--- src/rtl/store_buffer_if.sv ---
// Store buffer port bundle: core store/load request path plus the data-memory port.
//   master : environment side (core + data memory) - drives store/load requests and
//            memory read data, observes readiness, forwarding result and memory port.
//   slave  : store buffer side.
// Ports: st_valid/st_addr/st_data/st_ready, ld_req/ld_addr/ld_hit/ld_data,
//        mem_read_data/mem_address/mem_write_data/mem_write/mem_read, empty, count.
interface store_buffer_if #(
  parameter int unsigned DEPTH  = 4,
  parameter int unsigned ADDR_W = 64,
  parameter int unsigned DATA_W = 64
);
  localparam int unsigned CNT_W = $clog2(DEPTH) + 1;

  logic              st_valid;
  logic [ADDR_W-1:0] st_addr;
  logic [DATA_W-1:0] st_data;
  logic              st_ready;

  logic              ld_req;
  logic [ADDR_W-1:0] ld_addr;
  logic              ld_hit;
  logic [DATA_W-1:0] ld_data;

  logic [DATA_W-1:0] mem_read_data;
  logic [ADDR_W-1:0] mem_address;
  logic [DATA_W-1:0] mem_write_data;
  logic              mem_write;
  logic              mem_read;

  logic              empty;
  logic [CNT_W-1:0]  count;

  modport master (
    output st_valid, st_addr, st_data, ld_req, ld_addr, mem_read_data,
    input  st_ready, ld_hit, ld_data, mem_address, mem_write_data, mem_write,
           mem_read, empty, count
  );

  modport slave (
    input  st_valid, st_addr, st_data, ld_req, ld_addr, mem_read_data,
    output st_ready, ld_hit, ld_data, mem_address, mem_write_data, mem_write,
           mem_read, empty, count
  );
endinterface

--- src/rtl/store_buffer.sv ---
// Posted-write store buffer between the core load/store path and data memory.
// Stores retire into a DEPTH-entry FIFO in one cycle and drain one per cycle onto
// the memory port whenever no missing load needs it. Loads matching a buffered
// entry are forwarded from the youngest match; others read memory directly.
// Ports:
//   clk, rst   : clock, asynchronous active-high reset
//   sb (slave) : store request/ready, load request/hit/data, memory port, empty, count
module store_buffer #(
  parameter int unsigned DEPTH  = 4,
  parameter int unsigned ADDR_W = 64,
  parameter int unsigned DATA_W = 64
) (
  input  logic         clk,
  input  logic         rst,
  store_buffer_if.slave sb
);
  localparam int unsigned PTR_W = $clog2(DEPTH);
  localparam int unsigned CNT_W = PTR_W + 1;

  logic [ADDR_W-1:0] addr_q [DEPTH];
  logic [ADDR_W-1:0] addr_d [DEPTH];
  logic [DATA_W-1:0] data_q [DEPTH];
  logic [DATA_W-1:0] data_d [DEPTH];
  logic [DEPTH-1:0]  valid_q, valid_d;
  logic [PTR_W-1:0]  head_q, head_d;
  logic [PTR_W-1:0]  tail_q, tail_d;
  logic [CNT_W-1:0]  count_q, count_d;

  logic              fwd_hit;
  logic [DATA_W-1:0] fwd_data;
  logic              empty_c;
  logic              full_c;
  logic              mem_read_c;
  logic              drain_c;
  logic              push_c;

  // Forwarding: walk oldest to youngest so the youngest match wins.
  always_comb begin
    fwd_hit  = 1'b0;
    fwd_data = '0;
    for (int unsigned i = 0; i < DEPTH; i++) begin
      if (valid_q[head_q + PTR_W'(i)] && (addr_q[head_q + PTR_W'(i)] == sb.ld_addr)) begin
        fwd_hit  = 1'b1;
        fwd_data = data_q[head_q + PTR_W'(i)];
      end
    end
  end

  // Port arbitration: a missing load owns the memory port, otherwise drain the head.
  always_comb begin
    empty_c    = (count_q == '0);
    full_c     = (count_q == CNT_W'(DEPTH));
    mem_read_c = sb.ld_req & ~fwd_hit;
    drain_c    = ~empty_c & ~mem_read_c;
    // A drain on this edge frees the head slot, so a full buffer still accepts.
    push_c     = sb.st_valid & (~full_c | drain_c);
  end

  assign sb.st_ready      = ~full_c | drain_c;
  assign sb.ld_hit        = sb.ld_req & fwd_hit;
  assign sb.ld_data       = (sb.ld_req & fwd_hit) ? fwd_data : sb.mem_read_data;
  assign sb.mem_read      = mem_read_c;
  assign sb.mem_write     = drain_c;
  assign sb.mem_address   = mem_read_c ? sb.ld_addr : addr_q[head_q];
  assign sb.mem_write_data = data_q[head_q];
  assign sb.empty         = empty_c;
  assign sb.count         = count_q;

  // Next state: drain retires the head, push writes the tail (push wins on a shared slot).
  always_comb begin
    head_d  = head_q;
    tail_d  = tail_q;
    count_d = count_q;
    valid_d = valid_q;
    addr_d  = addr_q;
    data_d  = data_q;
    if (drain_c) begin
      valid_d[head_q] = 1'b0;
      head_d          = head_q + PTR_W'(1);
    end
    if (push_c) begin
      valid_d[tail_q] = 1'b1;
      addr_d[tail_q]  = sb.st_addr;
      data_d[tail_q]  = sb.st_data;
      tail_d          = tail_q + PTR_W'(1);
    end
    case ({push_c, drain_c})
      2'b10:   count_d = count_q + CNT_W'(1);
      2'b01:   count_d = count_q - CNT_W'(1);
      default: count_d = count_q;
    endcase
  end

  // Control state with asynchronous reset.
  always_ff @(posedge clk or posedge rst) begin
    if (rst) begin
      head_q  <= '0;
      tail_q  <= '0;
      count_q <= '0;
      valid_q <= '0;
    end else begin
      head_q  <= head_d;
      tail_q  <= tail_d;
      count_q <= count_d;
      valid_q <= valid_d;
    end
  end

  // Entry payloads are qualified by valid bits and need no reset.
  always_ff @(posedge clk) begin
    addr_q <= addr_d;
    data_q <= data_d;
  end
endmodule

--- src/flat_wrapper.sv ---
// flat-port wrapper written by rule: the top's interface ports become plain ports
module store_buffer_flat 
#(
  parameter int unsigned DEPTH  = 4,
  parameter int unsigned ADDR_W = 64,
  parameter int unsigned DATA_W = 64
)
  (clk, rst, sb_st_valid, sb_st_addr, sb_st_data, sb_ld_req, sb_ld_addr, sb_mem_read_data, sb_st_ready, sb_ld_hit, sb_ld_data, sb_mem_address, sb_mem_write_data, sb_mem_write, sb_mem_read, sb_empty, sb_count);
  store_buffer_if #(.DEPTH(DEPTH), .ADDR_W(ADDR_W), .DATA_W(DATA_W)) sb_i ();
  input  logic clk;
  input  logic rst;
  input wire logic [$bits(sb_i.st_valid)-1:0] sb_st_valid;
  input wire logic [$bits(sb_i.st_addr)-1:0] sb_st_addr;
  input wire logic [$bits(sb_i.st_data)-1:0] sb_st_data;
  input wire logic [$bits(sb_i.ld_req)-1:0] sb_ld_req;
  input wire logic [$bits(sb_i.ld_addr)-1:0] sb_ld_addr;
  input wire logic [$bits(sb_i.mem_read_data)-1:0] sb_mem_read_data;
  output wire logic [$bits(sb_i.st_ready)-1:0] sb_st_ready;
  output wire logic [$bits(sb_i.ld_hit)-1:0] sb_ld_hit;
  output wire logic [$bits(sb_i.ld_data)-1:0] sb_ld_data;
  output wire logic [$bits(sb_i.mem_address)-1:0] sb_mem_address;
  output wire logic [$bits(sb_i.mem_write_data)-1:0] sb_mem_write_data;
  output wire logic [$bits(sb_i.mem_write)-1:0] sb_mem_write;
  output wire logic [$bits(sb_i.mem_read)-1:0] sb_mem_read;
  output wire logic [$bits(sb_i.empty)-1:0] sb_empty;
  output wire logic [$bits(sb_i.count)-1:0] sb_count;
  assign sb_i.st_valid = sb_st_valid;
  assign sb_i.st_addr = sb_st_addr;
  assign sb_i.st_data = sb_st_data;
  assign sb_i.ld_req = sb_ld_req;
  assign sb_i.ld_addr = sb_ld_addr;
  assign sb_i.mem_read_data = sb_mem_read_data;
  assign sb_st_ready = sb_i.st_ready;
  assign sb_ld_hit = sb_i.ld_hit;
  assign sb_ld_data = sb_i.ld_data;
  assign sb_mem_address = sb_i.mem_address;
  assign sb_mem_write_data = sb_i.mem_write_data;
  assign sb_mem_write = sb_i.mem_write;
  assign sb_mem_read = sb_i.mem_read;
  assign sb_empty = sb_i.empty;
  assign sb_count = sb_i.count;
  store_buffer #(.DEPTH(DEPTH), .ADDR_W(ADDR_W), .DATA_W(DATA_W)) u_core (.clk(clk), .rst(rst), .sb(sb_i));
endmodule
--- config.mk ---
export PLATFORM = sky130hd
export DESIGN_NAME = store_buffer_flat
export DESIGN_NICKNAME = d
export VERILOG_FILES = /design/src/rtl/store_buffer_if.sv /design/src/rtl/store_buffer.sv /design/src/flat_wrapper.sv
export SDC_FILE = /design/constraint.sdc
export NUM_CORES = 1
export LEC_CHECK = 0
export CAP_MARGIN = 20
export CORE_MARGIN = 4
export CORE_UTILIZATION = 30
export CTS_BUF_LIST = sky130_fd_sc_hd__clkbuf_2
export CTS_CLUSTER_SIZE = 12
export DETAILED_ROUTE_END_ITERATION = 8
export PLACE_DENSITY = 0.58
export SLEW_MARGIN = 20
export SYNTH_ARGS = -nofsm -noshare
export SYNTH_HDL_FRONTEND = slang
export SYNTH_SLANG_ARGS = --single-unit
export TNS_END_PERCENT = 50
--- constraint.sdc ---
create_clock -name clk -period 11.4 [get_ports clk]
set_clock_uncertainty 0.05 [all_clocks]
set_input_delay 1.14 -clock clk [delete_from_list [all_inputs] [get_ports clk]]
set_output_delay 1.14 -clock clk [all_outputs]
set_load 0.005 [all_outputs]
==> run_results.csv, run 1 <==
group,metric,value,unit
run_status,status,"finished, final reports clean",
timing,max_slew.worst_pin.slew,1.27,ns
die,std_cell_rows,131,
global_route,fraction_of_met3_tracks_used_by_global_routing,6.42,%
synth,mappedNetlistNets,3178,
die,io-pin-count,460,
finish,layout-area-overhead-vs-synth,18.5,%
global_route,grt_pass1_vias,30200,
die,die_area,0.135,mm2
clock_network,insertion_delay,1.45,ns
setup_path,crit_fanout,51,
setup_path,cp-start-kind,"flip-flop",
worst_hold_path,min-delay-path-class,"in -> reg",
synth,postSynthAreaPerCell,13.4,um2
run,maxCapViolations,0,
clock_network,cts.clk_slew.worst_paths,0.10,ns
global_route,largest_net_degree_at_the_start_of_global_routing,142,
global_route,grt_use_total,23.0,%
synth,number_of_synthesized_register_bits,523,
route,mean_number_of_vias_per_cell,6.11,
power,total_leakage_power,0.0149,uW
synth,synth_top_flop_cell,"edfxtp_1",
worst_hold_path,timing.hold.worst_path_depth,1,
global_route,initial_antenna_violation_count,30,
clock_network,cts_num_sinks,523,
synth,synth_top_area_cell,"edfxtp_1",
synth,synth.cell_area,0.0389,mm2
clock_network,cts_root_buf,"clkbuf_2",
clock_network,max-clock-path-buffers,3,
synth,ys_types,74,
worst_hold_path,holdPathEnd,"u_core.data_q[242]",
finish,design_area,0.0461,mm2
synth,synthCells,2908,
worst_hold_path,holdCritStartpoint,"sb_st_data[50]",
placement,routabilityCongestion,1.03,
setup_path,timing.reg2reg.worst_path_depth,13,
route,wl,162000,um
setup_path,data_required_time_at_the_worst_endpoint,10.21,ns
timing,finalCritPeriodShare,93.9,%
die,start_util,30.3,%
route,post_drt_wl_per_cell,31.5,um
setup_path,timing.rr.start,"u_core.head_q[0]",
synth,postSynth.asyncResetShare,2.10,%
setup_path,timing.rr.end,"u_core.addr_q[146]",
die,dieWidth,368,um
power,vdd_ir_max,0.000192,V
die,die_height,368,um
placement,place_area,0.0446,mm2
route,drt_drc_violations_left,0,
setup_path,critPathArrivalTime,9.51,ns
clock_network,clock_tree_from_tritoncts,"built",
synth,yosys_warnings,0,
finish,final_layout_size_suffix_gt1_share,23.7,%
synth,synth-edff-count,512,
timing,timing_max_transition_violations_final,0,
setup_path,r2r_slack,2.27,ns
placement,number_of_port_buffers,459,
global_route,globalRouteOverflowTotal,0,
timing,report.final.setup_viol,0,
placement,dp_hpwl,116000,um
clock_network,cts_max_level,4,
global_route,first_pass_grt_wire_length,228000,um
synth,synth_sequential_area_ratio,40.2,%
power,power.density_cell_area,269,mW/mm2
synth,yosysTopAreaCellShare,39.5,%
clock_network,total_clock_buffers_created_by_cts,145,
timing,grt_setup_unrepaired,"no",
route,postRouteAntennaNets,0,
timing,final.setup.tns,0,ns
route,drt_first_iter_violations,4004,
die,core,0.128,mm2
route,first_pass_iters,6,
timing,achievable-frequency,93.4,MHz
timing,post-route-min-period,10.70,ns
route,routed-via-count,31300,
finish,fin_nets,3532,
global_route,use_met1,29.8,%
setup_path,worstSetupPathType,"reg -> out",
timing,final_hold_viol_count,0,
global_route,gr-max-usage-layer,"met2",
synth,netlist_top_cells_area,"edfxtp_1 40%, mux4_2 26%, mux2i_1 4.2%",
setup_path,crit_path_end_kind,"primary output",
timing,slew_headroom,14.7,%
global_route,met2_usage,36.0,%
-- worst max-delay path by stage --
stage | start | endpoint | slack (ns) | depth (start not counted)
floorplan | u_core.head_q[0] | u_core.addr_q[0] | 2.78 | 26
global placement | u_core.head_q[1] | sb_ld_data[61] | 1.79 | 15
detailed placement | u_core.head_q[1] | sb_ld_data[60] | 1.70 | 15
CTS | u_core.head_q[1] | sb_ld_data[44] | 0.02 | 15
global route | u_core.head_q[1] | sb_ld_data[14] | 0.19 | 16
finish | u_core.head_q[0] | sb_ld_data[51] | 0.70 | 14
-- registers in the layout, indices dropped and copies added, names as in the netlist --
signal           cells
u_core.head_q        2
u_core.valid_q       4
u_core.addr_q      256
u_core.sb.count      3
u_core.tail_q        2
u_core.data_q      256
-- cells in the mapped netlist, drive strengths merged, types with 37 or more instances --
| cell type | instances |
|---|---|
| clkbuf | 132 |
| xnor2 | 174 |
| edfxtp | 512 |
| nand4 | 126 |
| buf | 176 |
| nor2 | 37 |
| mux2i | 165 |
| o21a | 64 |
| o21ai | 95 |
| inv | 173 |
| nand2 | 57 |
| mux2 | 79 |
| a21oi | 99 |
| o221ai | 69 |
| a211oi | 75 |
| nand3 | 91 |
| mux4 | 457 |
-- logic make-up after synthesis --
group / synth area share [%]
AO/OA/AOI/OAI: 10.0
adder cells (fa/ha/maj): 0.341
buffers and inverters: 5.78
XOR/XNOR: 4.23
multiplexers: 33.0
AND/OR/NAND/NOR: 6.38
flip-flops: 40.2
-- metrics by stage --
stage | hold WS, ns | setup slack, ns | power, uW | std cells | util (%)
floorplan | 0.446 | 2.78 | 8290 | 2908 | -
global placement | 0.456 | 1.79 | 10800 | 4842 | 34.8
detailed placement | 0.465 | 1.70 | 10800 | 4842 | 34.8
CTS | 0.0147 | 0.0183 | 12300 | 5100 | 35.9
global route | 0.0922 | 0.188 | 12900 | 5119 | 35.9
finish | 0.269 | 0.696 | 12400 | 5126 | 35.9
-- cells in the final DEF, fill, tap and decap left out, types with 39 or more instances in the layout --
cell type,synthesis,layout
a211oi_1,75,75
a21oi_1,98,98
buf_4,30,48
clkbuf_2,0,196
clkdlybuf4s50_1,0,458
edfxtp_1,512,512
inv_1,172,171
mux2_1,40,40
mux2_2,39,39
mux2i_1,165,165
mux4_2,457,457
nand2_1,56,55
nand3_1,91,91
nand4_1,126,126
o21a_1,64,64
o21ai_0,85,85
o221ai_1,69,69
xnor2_1,174,174
-- worst max-delay path: stages, from the launching register on --
cell and delay [ns]:
dfrtp_4 0.84, buf_4 0.74, buf_4 0.71, mux4_2 0.60, xnor2_1 0.39, nand4_1 0.15
or4_1 0.55, nor4_1 0.98, nand4_1 0.49, and4b_4 0.48, buf_4 0.35, nand2b_2 0.44
buf_4 0.38, a21oi_1 0.22, clkdlybuf4s50_1 0.53
-- metal layers --
layer	vias up	routed length (um)
li1	12800	-
met1	16100	62000
met5	-	55
met2	2040	75400
met3	353	16700
met4	8	7410
-- final cells by class --
type	instances	area, um2
clock inverters	61	383
multi-input cells	1904	21100
diodes	25	62.6
repair buffers	515	5110
flip-flops and latches	523	15700
inverters	173	649
fillers	12600	82100
clock buffers	196	981
well taps	1729	2160
-- timing repair --
item	4_1_cts	5_1_grt
hold buffers	1	0
setup endpoints to repair	0	52
resized for setup	0	1
setup buffers	0	1
hold endpoints to repair	11	0
-- power by group --
part | internal [uW] | switching (uW) | total [uW]
clock network | 570 | 857 | 1430
registers | 2550 | 394 | 2950
logic | 3680 | 4330 | 8010
total | 6800 | 5580 | 12400
No activity file was read; power rests on OpenSTA's default activity.
==> run 2, diff against run 1 <==
==> constraint.sdc (replaced) <==
create_clock -name clk -period 10.8 [get_ports clk]
set_clock_uncertainty 0.05 [all_clocks]
set_input_delay 1.08 -clock clk [delete_from_list [all_inputs] [get_ports clk]]
set_output_delay 1.08 -clock clk [all_outputs]
set_load 0.005 [all_outputs]
==> run_results.csv, run 2 (synthesized netlist as in run 1, its figures left out) <==
group,metric,value,unit
run_status,status,"finished, final reports clean",
setup_path,timing.reg2reg.worst_path_depth,15,
run,maxCapViolations,0,
finish,layout-area-overhead-vs-synth,19.2,%
timing,report.final.setup_viol,0,
global_route,grt_use_total,23.5,%
global_route,initial_antenna_violation_count,25,
finish,filler_cell_count,12600,
placement,place.detailed.instances,4854,
power,vdd_ir_max,0.000232,V
route,drt_first_iter_violations,3529,
finish,final_layout_size_suffix_gt1_share,23.7,%
power,power.density_cell_area,282,mW/mm2
finish,layout.cells.most_common_list,"512 x edfxtp_1, 458 x clkdlybuf4s50_1, 457 x mux4_2",
clock_network,total_clock_buffers_created_by_cts,142,
timing,timing_max_transition_violations_final,0,
setup_path,timing.rr.end,"u_core.addr_q[82]",
global_route,grt_pass1_vias,30500,
route,post_drt_wl_per_cell,31.9,um
clock_network,insertion_delay,1.46,ns
clock_network,max-clock-path-buffers,3,
timing,slew_headroom,25.3,%
timing,achievable-frequency,97.2,MHz
setup_path,critPathArrivalTime,9.16,ns
clock_network,clock_tree_from_tritoncts,"built",
die,die_height,368,um
timing,finalCritPeriodShare,95.3,%
setup_path,cp-start-kind,"flip-flop",
placement,number_of_port_buffers,459,
finish,final_common_cell,"edfxtp_1",
clock_network,cts_root_buf,"clkbuf_2",
route,routed-via-count,31500,
worst_hold_path,min-delay-path-class,"in -> reg",
worst_hold_path,holdCritStartpoint,"sb_st_data[37]",
finish,fin_nets,3567,
placement,dp_hpwl,119000,um
clock_network,cts.clk_slew.worst_paths,0.10,ns
timing,max_slew.worst_pin.slew,1.12,ns
worst_hold_path,timing.hold.worst_path_depth,1,
clock_network,cts_max_level,4,
die,std_cell_rows,131,
setup_path,worstSetupPathType,"reg -> out",
route,postRouteAntennaNets,0,
finish,final_cell_count_no_fill,5150,
setup_path,data_required_time_at_the_worst_endpoint,9.67,ns
route,drt_drc_violations_left,0,
setup_path,timing.rr.start,"u_core.head_q[0]",
placement,routabilityCongestion,1.04,
route,mean_number_of_vias_per_cell,6.12,
clock_network,cts_num_sinks,523,
die,io-pin-count,460,
global_route,globalRouteOverflowTotal,0,
die,dieWidth,368,um
global_route,first_pass_grt_wire_length,231000,um
route,wl,165000,um
die,core,0.128,mm2
route,first_pass_iters,6,
timing,final_hold_viol_count,0,
timing,final.setup.tns,0,ns
setup_path,crit_path_end_kind,"primary output",
finish,layout_top_registers,"u_core.addr_q x256, u_core.data_q x256, u_core.valid_q x4",
worst_hold_path,holdPathEnd,"u_core.data_q[229]",
die,start_util,30.3,%
timing,post-route-min-period,10.29,ns
global_route,largest_net_degree_at_the_start_of_global_routing,129,
power,total_leakage_power,0.0150,uW
die,die_area,0.135,mm2
setup_path,crit_fanout,44,
setup_path,r2r_slack,2.09,ns
## run 2: cell types whose count changed in the layout (fill, tap and decap cells not counted), sizes merged
cell         change
clkinv           -4
bufinv           -3
diode            -7
dlygate4sd3     +27
inv              +1
clkbuf           -1
buf             +11
## run 2: repair_timing
action,4_1_cts,5_1_grt
endpoints found under the setup margin,51,0
setup buffers,0,0
hold endpoints to repair,90,0
gates resized for setup,1,0
hold buffers,28,0
## run 2: per-stage QoR
step / power [uW] / instance area, um2 / util, % / setup WS [ns] / hold slack (ns)
detailed placement: 11500 / 44700 / 34.9 / 1.61 / 0.455
finish: 13100 / 46400 / 36.2 / 0.513 / 0.263
floorplan: 8750 / 38900 / - / 2.18 / 0.446
CTS: 13000 / 46300 / 36.1 / 0.203 / 0.000249
global route: 13600 / 46300 / 36.1 / -0.0214 / 0.0655
global placement: 11500 / 44700 / 34.9 / 1.62 / 0.456
## run 2: worst max-delay path by stage
stage | startpoint | slack [ns] | end
finish | u_core.head_q[0] | 0.51 | sb_mem_address[32]
global route | u_core.head_q[0] | -0.02 | sb_mem_address[32]
CTS | u_core.head_q[0] | 0.20 | sb_mem_address[32]
detailed placement | u_core.head_q[0] | 1.61 | sb_mem_address[32]
global placement | u_core.head_q[0] | 1.62 | sb_mem_address[32]
floorplan | u_core.head_q[0] | 2.18 | u_core.addr_q[0]
## run 2: report_power, final
group	switching, uW	internal (uW)	total [uW]
registers	426	2690	3120
clock network	888	529	1420
logic	4590	3920	8510
total	5900	7150	13100
## run 2: area by class of cell
cell class | count | area, um2 | area share, %
clock inverters | 55 | 300 | 0.648
flip-flops and latches | 523 | 15700 | 33.8
multi-input cells | 1904 | 21100 | 45.4
inverters | 173 | 649 | 1.40
clock buffers | 195 | 976 | 2.11
well taps | 1729 | 2160 | 4.67
repair buffers | 553 | 5510 | 11.9
diodes | 18 | 45.0 | 0.0972
## run 2: per-layer routing
| layer | vias to the layer above | routed length, um | share of wire, % | track usage (%) |
|---|---|---|---|---|
| met4 | 10 | 7990 | 4.9 | 10.9 |
| met3 | 368 | 17800 | 11 | 7.42 |
| li1 | 12900 | - | - | - |
| met1 | 16300 | 62900 | 38 | 30.0 |
| met5 | - | 69 | 0.042 | 0 |
| met2 | 1936 | 75800 | 46 | 36.5 |
## run 2: critical path: stages (launching register included)
cell             delay (ns)
dfrtp_4                0.94
inv_2                  0.38
ha_4                   0.84
buf_12                 0.36
mux4_2                 0.61
a2bb2oi_1              0.23
nand4_1                0.15
or4_1                  0.51
nor3_2                 0.27
buf_4                  0.41
and4_4                 0.61
and4b_4                0.37
nand2_2                0.36
inv_2                  0.38
a21oi_1                0.62
clkdlybuf4s50_1        0.63
